<file path="src/rtl/error_injection_scheduler.sv">
// Sequences the error injector through DELAY/WINDOW/GAP bursts and totals flipped bits; `ERR_SCHED_TRIGGER_EN adds fc_trigger.
// Latency: start sampled -> inj_reset next cycle; all outputs registered off the next-state decode.
// Backpressure: counting states advance only on beat; cycles without beat hold state and counts.
module error_injection_scheduler #(
  parameter int WIDTH       = 32,
  parameter int CNT_WIDTH   = 32,
  parameter int BURST_WIDTH = 16
) (
  input  logic                   clk,
  input  logic                   aresetn,
  input  logic [CNT_WIDTH-1:0]   cfg_delay,
  input  logic [CNT_WIDTH-1:0]   cfg_window,
  input  logic [CNT_WIDTH-1:0]   cfg_gap,
  input  logic [BURST_WIDTH-1:0] cfg_bursts,
  input  logic                   start,
  input  logic                   stop,
  input  logic                   beat,
  input  logic [WIDTH-1:0]       error_bits,
`ifdef ERR_SCHED_TRIGGER_EN
  input  logic                   fc_trigger,
`endif
  output logic                   inj_enable,
  output logic                   inj_reset,
  output logic                   busy,
  output logic                   done,
  output logic [BURST_WIDTH-1:0] burst_index,
  output logic [CNT_WIDTH-1:0]   error_count
);

  localparam int PW = $clog2(WIDTH + 1);
  localparam int SW = ((CNT_WIDTH > PW) ? CNT_WIDTH : PW) + 1;

  typedef enum logic [2:0] {
    S_IDLE, S_ARM, S_DELAY, S_WINDOW, S_GAP, S_DONE
  } state_t;

  state_t                 state_q, state_d;
  logic [CNT_WIDTH-1:0]   cnt_q, cnt_d;
  logic [CNT_WIDTH-1:0]   sh_delay, sh_window, sh_gap;
  logic [BURST_WIDTH-1:0] sh_bursts;
  logic [BURST_WIDTH-1:0] burst_q, burst_d;
  logic [CNT_WIDTH-1:0]   win_len;
  logic                   trig;
  logic                   accept;
  logic                   go_delay, go_window, win_exit, gap_exit;
  logic [PW-1:0]          pop;
  logic [SW-1:0]          err_sum;
  logic [CNT_WIDTH-1:0]   err_next;

`ifdef ERR_SCHED_TRIGGER_EN
  assign trig = fc_trigger;
`else
  assign trig = 1'b0;
`endif

  // A zero window with a zero gap would let a burst take no time; hold WINDOW one beat instead.
  assign win_len = (sh_window != '0) ? sh_window : CNT_WIDTH'(1);

  always_comb begin
    state_d   = state_q;
    cnt_d     = cnt_q;
    burst_d   = burst_q;
    accept    = 1'b0;
    go_delay  = 1'b0;
    go_window = 1'b0;
    win_exit  = 1'b0;
    gap_exit  = 1'b0;

    case (state_q)
      S_IDLE: begin
        if ((start || trig) && !stop) begin
          accept  = 1'b1;
          state_d = S_ARM;
          burst_d = '0;
        end
      end
      S_ARM: go_delay = 1'b1;
      S_DELAY: begin
        if (beat) begin
          if (cnt_q == CNT_WIDTH'(1)) go_window = 1'b1;
          else                        cnt_d = cnt_q - CNT_WIDTH'(1);
        end
      end
      S_WINDOW: begin
        if (beat) begin
          if (cnt_q == CNT_WIDTH'(1)) win_exit = 1'b1;
          else                        cnt_d = cnt_q - CNT_WIDTH'(1);
        end
      end
      S_GAP: begin
        if (trig || (beat && cnt_q == CNT_WIDTH'(1))) gap_exit = 1'b1;
        else if (beat)                                 cnt_d = cnt_q - CNT_WIDTH'(1);
      end
      S_DONE:  state_d = S_IDLE;
      default: state_d = S_IDLE;
    endcase

    // Zero-length states fall through in the same evaluation, in burst order.
    if (go_delay) begin
      if (sh_delay != '0) begin
        state_d = S_DELAY;
        cnt_d   = sh_delay;
      end else begin
        go_window = 1'b1;
      end
    end
    if (gap_exit) begin
      burst_d   = burst_d + BURST_WIDTH'(1);
      go_window = 1'b1;
    end
    if (go_window) begin
      if (sh_window != '0 || sh_gap == '0) begin
        state_d = S_WINDOW;
        cnt_d   = win_len;
      end else begin
        win_exit = 1'b1;
      end
    end
    if (win_exit) begin
      if (sh_bursts != '0 && burst_d == sh_bursts - BURST_WIDTH'(1)) begin
        state_d = S_DONE;
      end else if (sh_gap != '0) begin
        state_d = S_GAP;
        cnt_d   = sh_gap;
      end else begin
        burst_d = burst_d + BURST_WIDTH'(1);
        state_d = S_WINDOW;
        cnt_d   = win_len;
      end
    end

    if (stop && state_q != S_IDLE) begin
      state_d = S_IDLE;
      cnt_d   = cnt_q;
      burst_d = burst_q;
    end
  end

  always_comb begin
    pop = '0;
    for (int i = 0; i < WIDTH; i++) pop = pop + PW'(error_bits[i]);
  end

  assign err_sum  = SW'(error_count) + SW'(pop);
  assign err_next = (err_sum[SW-1:CNT_WIDTH] != '0) ? '1 : err_sum[CNT_WIDTH-1:0];

  always_ff @(posedge clk or negedge aresetn) begin
    if (!aresetn) begin
      state_q     <= S_IDLE;
      cnt_q       <= '0;
      burst_q     <= '0;
      sh_delay    <= '0;
      sh_window   <= '0;
      sh_gap      <= '0;
      sh_bursts   <= '0;
      inj_enable  <= 1'b0;
      inj_reset   <= 1'b0;
      busy        <= 1'b0;
      done        <= 1'b0;
      error_count <= '0;
    end else begin
      state_q    <= state_d;
      cnt_q      <= cnt_d;
      burst_q    <= burst_d;
      inj_enable <= (state_d == S_WINDOW) && (sh_window != '0);
      inj_reset  <= (state_d == S_ARM);
      busy       <= (state_d != S_IDLE);
      done       <= (state_d == S_DONE);
      if (accept) begin
        sh_delay    <= cfg_delay;
        sh_window   <= cfg_window;
        sh_gap      <= cfg_gap;
        sh_bursts   <= cfg_bursts;
        error_count <= '0;
      end else if (busy && beat) begin
        error_count <= err_next;
      end
    end
  end

  assign burst_index = burst_q;

endmodule

</file>
<file path="config.mk">
export PLATFORM = sky130hd
export DESIGN_NAME = error_injection_scheduler
export DESIGN_NICKNAME = d
export VERILOG_FILES = /design/src/rtl/error_injection_scheduler.sv
export SDC_FILE = /design/constraint.sdc
export NUM_CORES = 1
export LEC_CHECK = 0
export CORE_AREA = 2 2 156 158
export CTS_BUF_LIST = sky130_fd_sc_hd__clkbuf_4
export DETAILED_ROUTE_END_ITERATION = 8
export DIE_AREA = 0 0 158 160
export HOLD_SLACK_MARGIN = 0.15
export PLACE_DENSITY_LB_ADDON = 0.05
export SYNTH_ARGS = -nofsm -noshare
export SYNTH_HDL_FRONTEND = slang
export SYNTH_SLANG_ARGS = --single-unit
</file>
<file path="constraint.sdc">
create_clock -name clk -period 12.5 [get_ports clk]
set_input_delay 2.5 -clock clk [delete_from_list [all_inputs] [get_ports clk]]
set_output_delay 2.5 -clock clk [all_outputs]
set_load 0.01 [all_outputs]
</file>
* After elaboration in Yosys (flattened, before gate mapping)
Index checks and enable logic that the tools add are counted.
** Word-level totals
- Flip-flop bits (word level) :: 199
- Input port bits :: 149
- Word-level logic and storage cells :: 122
** Operators by class
- Add/subtract/negate cells :: 36
- Equality and inequality tests :: 9
- Multiplexer cells :: 46
- Reductions and logical operators :: 19
** Operators by type and width (count)
- $mux W32 :: 15
- $add A6 B1 Y6 :: 26
- $mux W16 :: 6
- $reduce_bool A32 Y1 :: 3
- $pmux W32 S2 :: 1
- $add A32 B6 Y33 :: 1
- $add A16 B1 Y16 const B :: 2
- $eq A32 B1 Y1 const B :: 1
- $logic_not A32 Y1 :: 1
- $sub A32 B1 Y32 const B :: 1
- $mux W3 :: 9
- $eq A16 B16 Y1 :: 1
- $reduce_bool A16 Y1 :: 1
- $sub A16 B1 Y16 const B :: 1
- $mux W1 :: 14
- $eq A3 B2 Y1 const B :: 3
- $add A5 B1 Y6 :: 1
- $eq A3 B1 Y1 const B :: 2
- $eq A3 B3 Y1 const B :: 2
- $logic_and A1 B1 Y1 :: 6
- $pmux W3 S2 :: 1
- $reduce_bool A3 Y1 :: 2
- $add A4 B1 Y5 :: 1
- $add A3 B1 Y4 :: 1
- 8 further kinds :: 8

* Logic depth before layout (Yosys ltp)
Gate-level depths: netlist of run 1.
- Depth after elaboration :: 35
- Depth in mapped cells :: 22
- Depth with buffers taken out :: 21

* Worst setup path before layout of run 1
No wires, ideal clock.
- Path kind :: in2reg
- From :: input port error_bits[0]
- To :: register error_count[25]
- Library setup time :: 0.142 ns
- Arrival :: 8.007 ns
- Setup slack :: 4.352 ns
- Stages :: 21
- Path buffers :: 1
- Cell sequence :: fa_1 -> inv_1 -> fa_1 -> fa_1 -> fa_1 -> fa_1 -> fa_1 -> fa_1 -> inv_1 -> fa_1 -> a21o_1 -> a21oi_1 -> o21ai_0 -> a21oi_1 -> nor2b_1 -> o211ai_1 -> or3_1 -> clkbuf_1 -> o21ai_0 -> a21oi_1 -> a311oi_1
** Between the ends
- Cells in the longest elaborated chain, start to end :: 35
** Ends and longest elaborated chain
- from (decl) :: RTL line 18 : input logic [WIDTH-1:0] error_bits,
- $add A1 B1 Y2 :: RTL line 141 : for (int i = 0; i < WIDTH; i++) pop = pop + PW'(error_bits[i]);
- $add A2 B1 Y3 :: RTL line 141
- $add A3 B1 Y4 :: RTL line 141
- $add A4 B1 Y5 :: RTL line 141
- $add A5 B1 Y6 :: RTL line 141
- $add A6 B1 Y6 (26 in series) :: RTL line 141
- $add A32 B6 Y33 :: RTL line 144 : assign err_sum = SW'(error_count) + SW'(pop);
- $mux W32 :: RTL line 145 : assign err_next = (err_sum[SW-1:CNT_WIDTH] != '0) ? '1 : err_sum[CNT_WIDTH-1:0];
- $mux W32 :: RTL line 175 : end else if (busy && beat) begin
- $mux W32 :: RTL line 169 : if (accept) begin
- to (signal assigned) :: RTL line 176 : error_count <= err_next;
- to (decl) :: RTL line 27 : output logic [CNT_WIDTH-1:0] error_count
No other way between the ends. The select of a mux whose other input is x is not followed.
A chain may end at the register's enable or synchronous reset.

* Final worst setup path of run 1
- From :: input port error_bits[0]
- To :: register error_count[17]
Same word-level chain as after synthesis.

==> results of run 1 <==
cells by family (layout without fill, tap and decap cells):
| logic type | after synthesis | count (layout) | synth area share (%) |
|---|---|---|---|
| AOI/OAI and AO/OA | 279 | 279 | 14.47 |
| xor gates and xnor gates | 68 | 68 | 5.069 |
| other | 0 | 4 | 0 |
| and+or+nand+nor | 821 | 821 | 29.68 |
| buffers and inverters | 148 | 311 | 4.728 |
| DFF | 199 | 199 | 38.72 |
| adders and majority gates | 46 | 46 | 5.993 |
| muxes | 17 | 17 | 1.342 |
registers in the layout (all words and copies together) (netlist names):
signal	flops
error_count	32
cnt_q	32
sh_bursts	16
sh_window	32
inj_reset	1
sh_gap	32
busy	1
inj_enable	1
burst_index	16
done	1
sh_delay	32
state_q	3
worst max-delay path: cells and delay by family:
| family | cells | cell delay (ns) |
|---|---|---|
| compound gates | 7 | 1.50 |
| fa+ha+maj | 8 | 3.63 |
| buf+inv | 3 | 0.53 |
| simple gates | 3 | 1.05 |
per-layer routing:
layer | up-vias | GRT usage, % | routed length (µm)
li1 | 5815 | - | -
met5 | - | 0 | 0
met3 | 109 | 4.396 | 2383
met2 | 507 | 52.08 | 18670
met4 | 0 | 11.79 | 1547
met1 | 5801 | 40.77 | 15440
power by group:
part           switching, µW  internal (µW)
registers                319            892
logic                    895            743
clock network            273           99.2
final timing paths:
path	startpoint	end	slack, ns	cells after the start
max	error_bits[0]	error_count[17]	3.76	21
min	sh_gap[12]	sh_gap[12]	0.53	2
max reg2reg	error_count[0]	error_count[17]	6.17	19
min reg2reg	sh_gap[12]	sh_gap[12]	0.53	2
max in group asynchronous	aresetn	cnt_q[31]	9.31	2
min in group asynchronous	aresetn	sh_bursts[7]	1.83	1
placed cells by master, fill, tap and decap left out, types with 5 or more instances in the layout:
cell type        instances
a211oi_1                15
a21boi_0                 7
a21oi_1                 57
a311oi_1                 7
a31oi_1                 15
a41oi_1                 27
and2_1                  17
and3_1                  19
and4_1                   5
buf_4                   14
clkbuf_4                17
clkdlybuf4s50_1        199
dfrtp_1                199
fa_1                    26
ha_1                    20
inv_1                   64
inv_8                    5
mux2i_1                 15
nand2_1                422
nand2b_1                 9
nand3_1                 36
nand4_1                 21
nor2_1                 117
nor2b_1                  6
nor3_1                  34
nor4_1                  57
o211ai_1                12
o21a_1                   9
o21ai_0                 58
o21ai_1                 27
or2_2                    6
or3_1                   34
or4_1                    8
xnor2_1                 44
xor2_1                  20
layout make-up:
type / count / area, µm² / share of cell area (%)
clock inverter: 15 / 185.2 / 1.206
timing repair buffer: 214 / 2111 / 13.74
multi-input combinational: 1231 / 7293 / 47.49
clock buffer: 17 / 127.6 / 0.8310
sequential: 199 / 4980 / 32.42
inverter: 65 / 246.5 / 1.605
antenna: 4 / 10.01 / 0.06517
tap: 324 / 405.4 / 2.640
metrics by stage:
| step | utilization (%) | setup slack, ns | hold WS [ns] |
|---|---|---|---|
| 2_1_floorplan | - | 4.352 | 0.4609 |
| 3_3_place_gp | 63.12 | 3.172 | 0.4848 |
| 3_5_place_dp | 63.12 | 3.136 | 0.4897 |
| 4_1_cts | 64.43 | 3.765 | 0.5311 |
| 5_1_grt | 64.48 | 3.402 | 0.5539 |
| 6_report | 64.48 | 3.758 | 0.5269 |
==> reports/results.ini, run 1 <==
[run_status]
status = finished with violations
violations = DRC

[sta]
setup_viol = 0
fin_crit_sh_pct = 69.93
finClkSkew_ns = 0.03594
fmax_mhz = 114.4
worst_pin_slew_ns = 1.066
hold_viol_final = 0
slew_viol_final = 0
slew_headroom_pct = 28.30
rsz0062_at_grt = no
finalSetupTns_ns = 0
fin_crit_ns = 8.742

[yosys]
synth_ff_type = dfrtp_1
synth_cell_types = 85
yosys-top-cells-count = nand2_1 (424), dfrtp_1 (199), nor2_1 (117)
syn_area_per_cell_um2 = 8.150
netlist_area_um2 = 12860
synth_warnings = 0
synth-seq-area-share_pct = 38.72
ys_top_cells_by_area = dfrtp_1 (39%), nand2_1 (12%), fa_1 (4.0%)
synthArstFlopShare_pct = 100.0
synth.most_common_cell = nand2_1
netlist.area_leader.share_pct = 38.72
synth-seq-cells = 199
synth_top_area_cell = dfrtp_1
synth_cells = 1578
synth-edff-count = 0
syn_nets = 1773

[floorplan]
die_height_um = 160
die_w_um = 158
io_pins = 201
num_rows = 57
floorplan.die_area_um2 = 25280
core_um2 = 23820
initial_core_util_pct = 53.99

[cells_and_area]
drive_gt1_share_pct = 4.940
area_delta_synth_final_pct = 19.42
fillers = 2138
post-route-cell-area_um2 = 15360
final_nets = 1923
fin_cells = 2069

[cts]
cts_tree = built
cts_root_buf = clkbuf_4
clk_pin_slew_ns = 0.19
cts_buffers = 17
clock_sinks = 199
cts-hold-fix-buffers = 0
clock_path_buffers = 2
h-tree-depth = 4
ctsResizeCount = 0
clk_latency_ns = 0.62
post-cts-setup-buffers = 0

[global_route]
antenna_found_initial = 1
grt_pass1_wl_mm = 61.66
grt_pass1_vias = 11803
grt_usage_pct = 31.05
grt_max_degree = 104
grt_overflow_total = 0

[pwr]
ir_drop_v = 0.0001453
powerDensity_nw_per_um2 = 209.8
p_total_uw = 3222
p_leak_uw = 0.006542

[worst_setup_path]
cp.arrival_ns = 9.23
crit_chain = clkdlybuf4s50_1 > fa_1 > inv_1 > fa_1 > fa_1 > fa_1 > fa_1 > fa_1 > fa_1 > inv_1 > fa_1 > a21o_1 > a21oi_1 > o21ai_0 > a21oi_1 > nor2b_1 > o211ai_1 > or3_1 > nand2_1 > o21ai_0 > a21oi_1
path_max_fanout = 22
crit_type = primary input to flop
cp_common_cell = fa_1
slowest_stage = or3_1
cpPeakStageDelay_ns = 0.71
cp-end-kind = flop
cp.required_ns = 12.99
cp-start-kind = primary input

[detailed_routing]
drtPass1Iterations = 9
routed_wl_mm = 38.04
drtIter0Drc = 924
ant_nets = 0
dr_total_vias = 12232
wl_per_cell_um = 18.38
drcViolationCount = 2
routed_via_density = 5.912

[placed_design]
dpl_cell_area_um2 = 15040
place_inst = 2033
io_buffers = 200
gp_congestion = 0.9175
hpwl_mm = 28.44

[flow_run]
cap_violations = 0

[worst_hold_path]
hp-class = flop to flop

Power figures use the tool's default switching activity.
==> run 2: changes to the inputs <==
==> constraint.sdc (replaced) <==
create_clock -name clk -period 8.8 [get_ports clk]
set_input_delay 1.76 -clock clk [delete_from_list [all_inputs] [get_ports clk]]
set_output_delay 1.76 -clock clk [all_outputs]
set_load 0.01 [all_outputs]
==> run 2 against run 1 <==
The flow now finishes without violations. Clock power grew 44%. Critical path depth grew 1. First-iteration DRC count increased by 0.11%. Cell area rose by 0.30%. Combinational power rose by 43%. Critical path type unchanged. Critical endpoint is now error_count[13]. Largest power group unchanged.
==> reports/results.ini, run 2 (same netlist as run 1, synthesis figures left out) <==
[run_status]
status = complete, no violations

[sta]
worst_pin_slew_ns = 1.082
setup_viol = 0
finClkSkew_ns = 0.03273
slew_headroom_pct = 27.58
fin_crit_ns = 7.875
hold_viol_final = 0
finalSetupTns_ns = 0
slew_viol_final = 0
fin_crit_sh_pct = 89.49
finalWorstSetupSlack_ns = 0.9245
rsz0062_at_grt = no
fmax_mhz = 127.0

[placed_design]
hpwl_mm = 29.14
place_inst = 2039
post-place-ws_ns = 0.3381
io_buffers = 200
gp_congestion = 0.9295

[cts]
ctsResizeCount = 0
cts_buffers = 17
cts_tree = built
clk_pin_slew_ns = 0.19
cts_root_buf = clkbuf_4
post-cts-setup-buffers = 0
clock_sinks = 199
h-tree-depth = 4
cts-hold-fix-buffers = 0
clock_path_buffers = 2
clk_latency_ns = 0.63

[worst_setup_path]
crit_type = primary input to flop
worstReg2RegStart = error_count[0]
r2r-end = error_count[13]
reg2reg_depth = 20
cp-end-kind = flop
cp.required_ns = 9.32
regToRegSetupSlack_ns = 2.59
cp.arrival_ns = 8.39
path_max_fanout = 9
cp-start-kind = primary input

[detailed_routing]
routed_wl_mm = 39.02
wl_per_cell_um = 18.83
ant_nets = 0
drtPass1Iterations = 8
drcViolationCount = 0
dr_total_vias = 12335
drtIter0Drc = 925
routed_via_density = 5.953

[global_route]
grt_overflow_total = 0
grt_max_degree = 77
grt_pass1_wl_mm = 62.97
antenna_found_initial = 1
grt_pass1_vias = 12100
grt_usage_pct = 31.71

[pwr]
powerDensity_nw_per_um2 = 298.8
p_total_uw = 4603
ir_drop_v = 0.0003027
p_leak_uw = 0.006568

[cells_and_area]
final_nets = 1929
area_delta_synth_final_pct = 19.78
fin_util_pct = 64.67
final_common_cell = nand2_1
mostFrequentLayoutCells = nand2_1 (422), dfrtp_1 (199), clkdlybuf4s50_1 (199)
fin_cells = 2072
drive_gt1_share_pct = 5.209

[worst_hold_path]
hp-class = flop to flop
min_from = sh_gap[12]
worstHoldEndpoint = sh_gap[12]
min_delay_path_depth = 2

[floorplan]
io_pins = 201
core_um2 = 23820
die_w_um = 158
num_rows = 57
floorplan.die_area_um2 = 25280
initial_core_util_pct = 53.99
die_height_um = 160

[flow_run]
cap_violations = 0

## run 2: changes by cell type in the layout (fill, tap and decap cells not counted), sizes merged
cell,delta
inv,-2
diode,-3
clkinv,+2
buf,+6
## run 2: report_power, final
part	internal [µW]	leakage, µW	switching (µW)
Combinational	1060	0.00391	1290
Sequential	1270	0.00249	453
Clock	140	0.000167	394
## run 2: metrics by stage
step	hold WS, ns	area [µm²]
2_1_floorplan	0.4609	12860
3_3_place_gp	0.4845	15080
3_5_place_dp	0.4877	15080
4_1_cts	0.5305	15400
5_1_grt	0.5515	15400
6_report	0.5241	15400
## run 2: cell type report
class                      instances  area, µm²
tap                              324      405.4
inverter                          65      246.5
clock buffer                      17      127.6
fill                            2177       8416
sequential                       199       4980
clock inverter                    15      193.9
multi-input combinational       1231       7293
timing repair buffer             220       2156
antenna                            1      2.502
## run 2: how the worst max path moves through the flow
stage                   from               to  slack [ns]  cells after the start
3_5_place_dp   error_bits[0]  error_count[13]        0.34                     22
5_1_grt        error_bits[0]  error_count[15]        0.64                     22
3_3_place_gp   error_bits[0]  error_count[13]        0.53                     22
4_1_cts        error_bits[0]  error_count[13]        0.96                     22
2_1_floorplan  error_bits[0]  error_count[25]        1.39                     21
6_report       error_bits[0]  error_count[13]        0.92                     22
## run 2: worst max-delay path: stages
cell and delay, ns:
clkdlybuf4s50_1 0.44, fa_1 0.56, inv_1 0.06, fa_1 0.56, fa_1 0.47, fa_1 0.50, fa_1 0.54, fa_1 0.43
fa_1 0.39, inv_1 0.08, fa_1 0.19, a21o_1 0.12, a21oi_1 0.08, o21ai_0 0.16, a21oi_1 0.11, nor2b_1 0.16
o211ai_1 0.10, buf_4 0.18, nor3_1 0.69, nor2_1 0.26, and3_1 0.29, a311oi_1 0.26
## run 2: layer usage
layer / part of all wire, % / GRT usage (%)
met1: 40 / 41.37
met2: 49 / 52.73
met3: 6.7 / 4.423
met4: 4.7 / 13.68
met5: 0 / 0
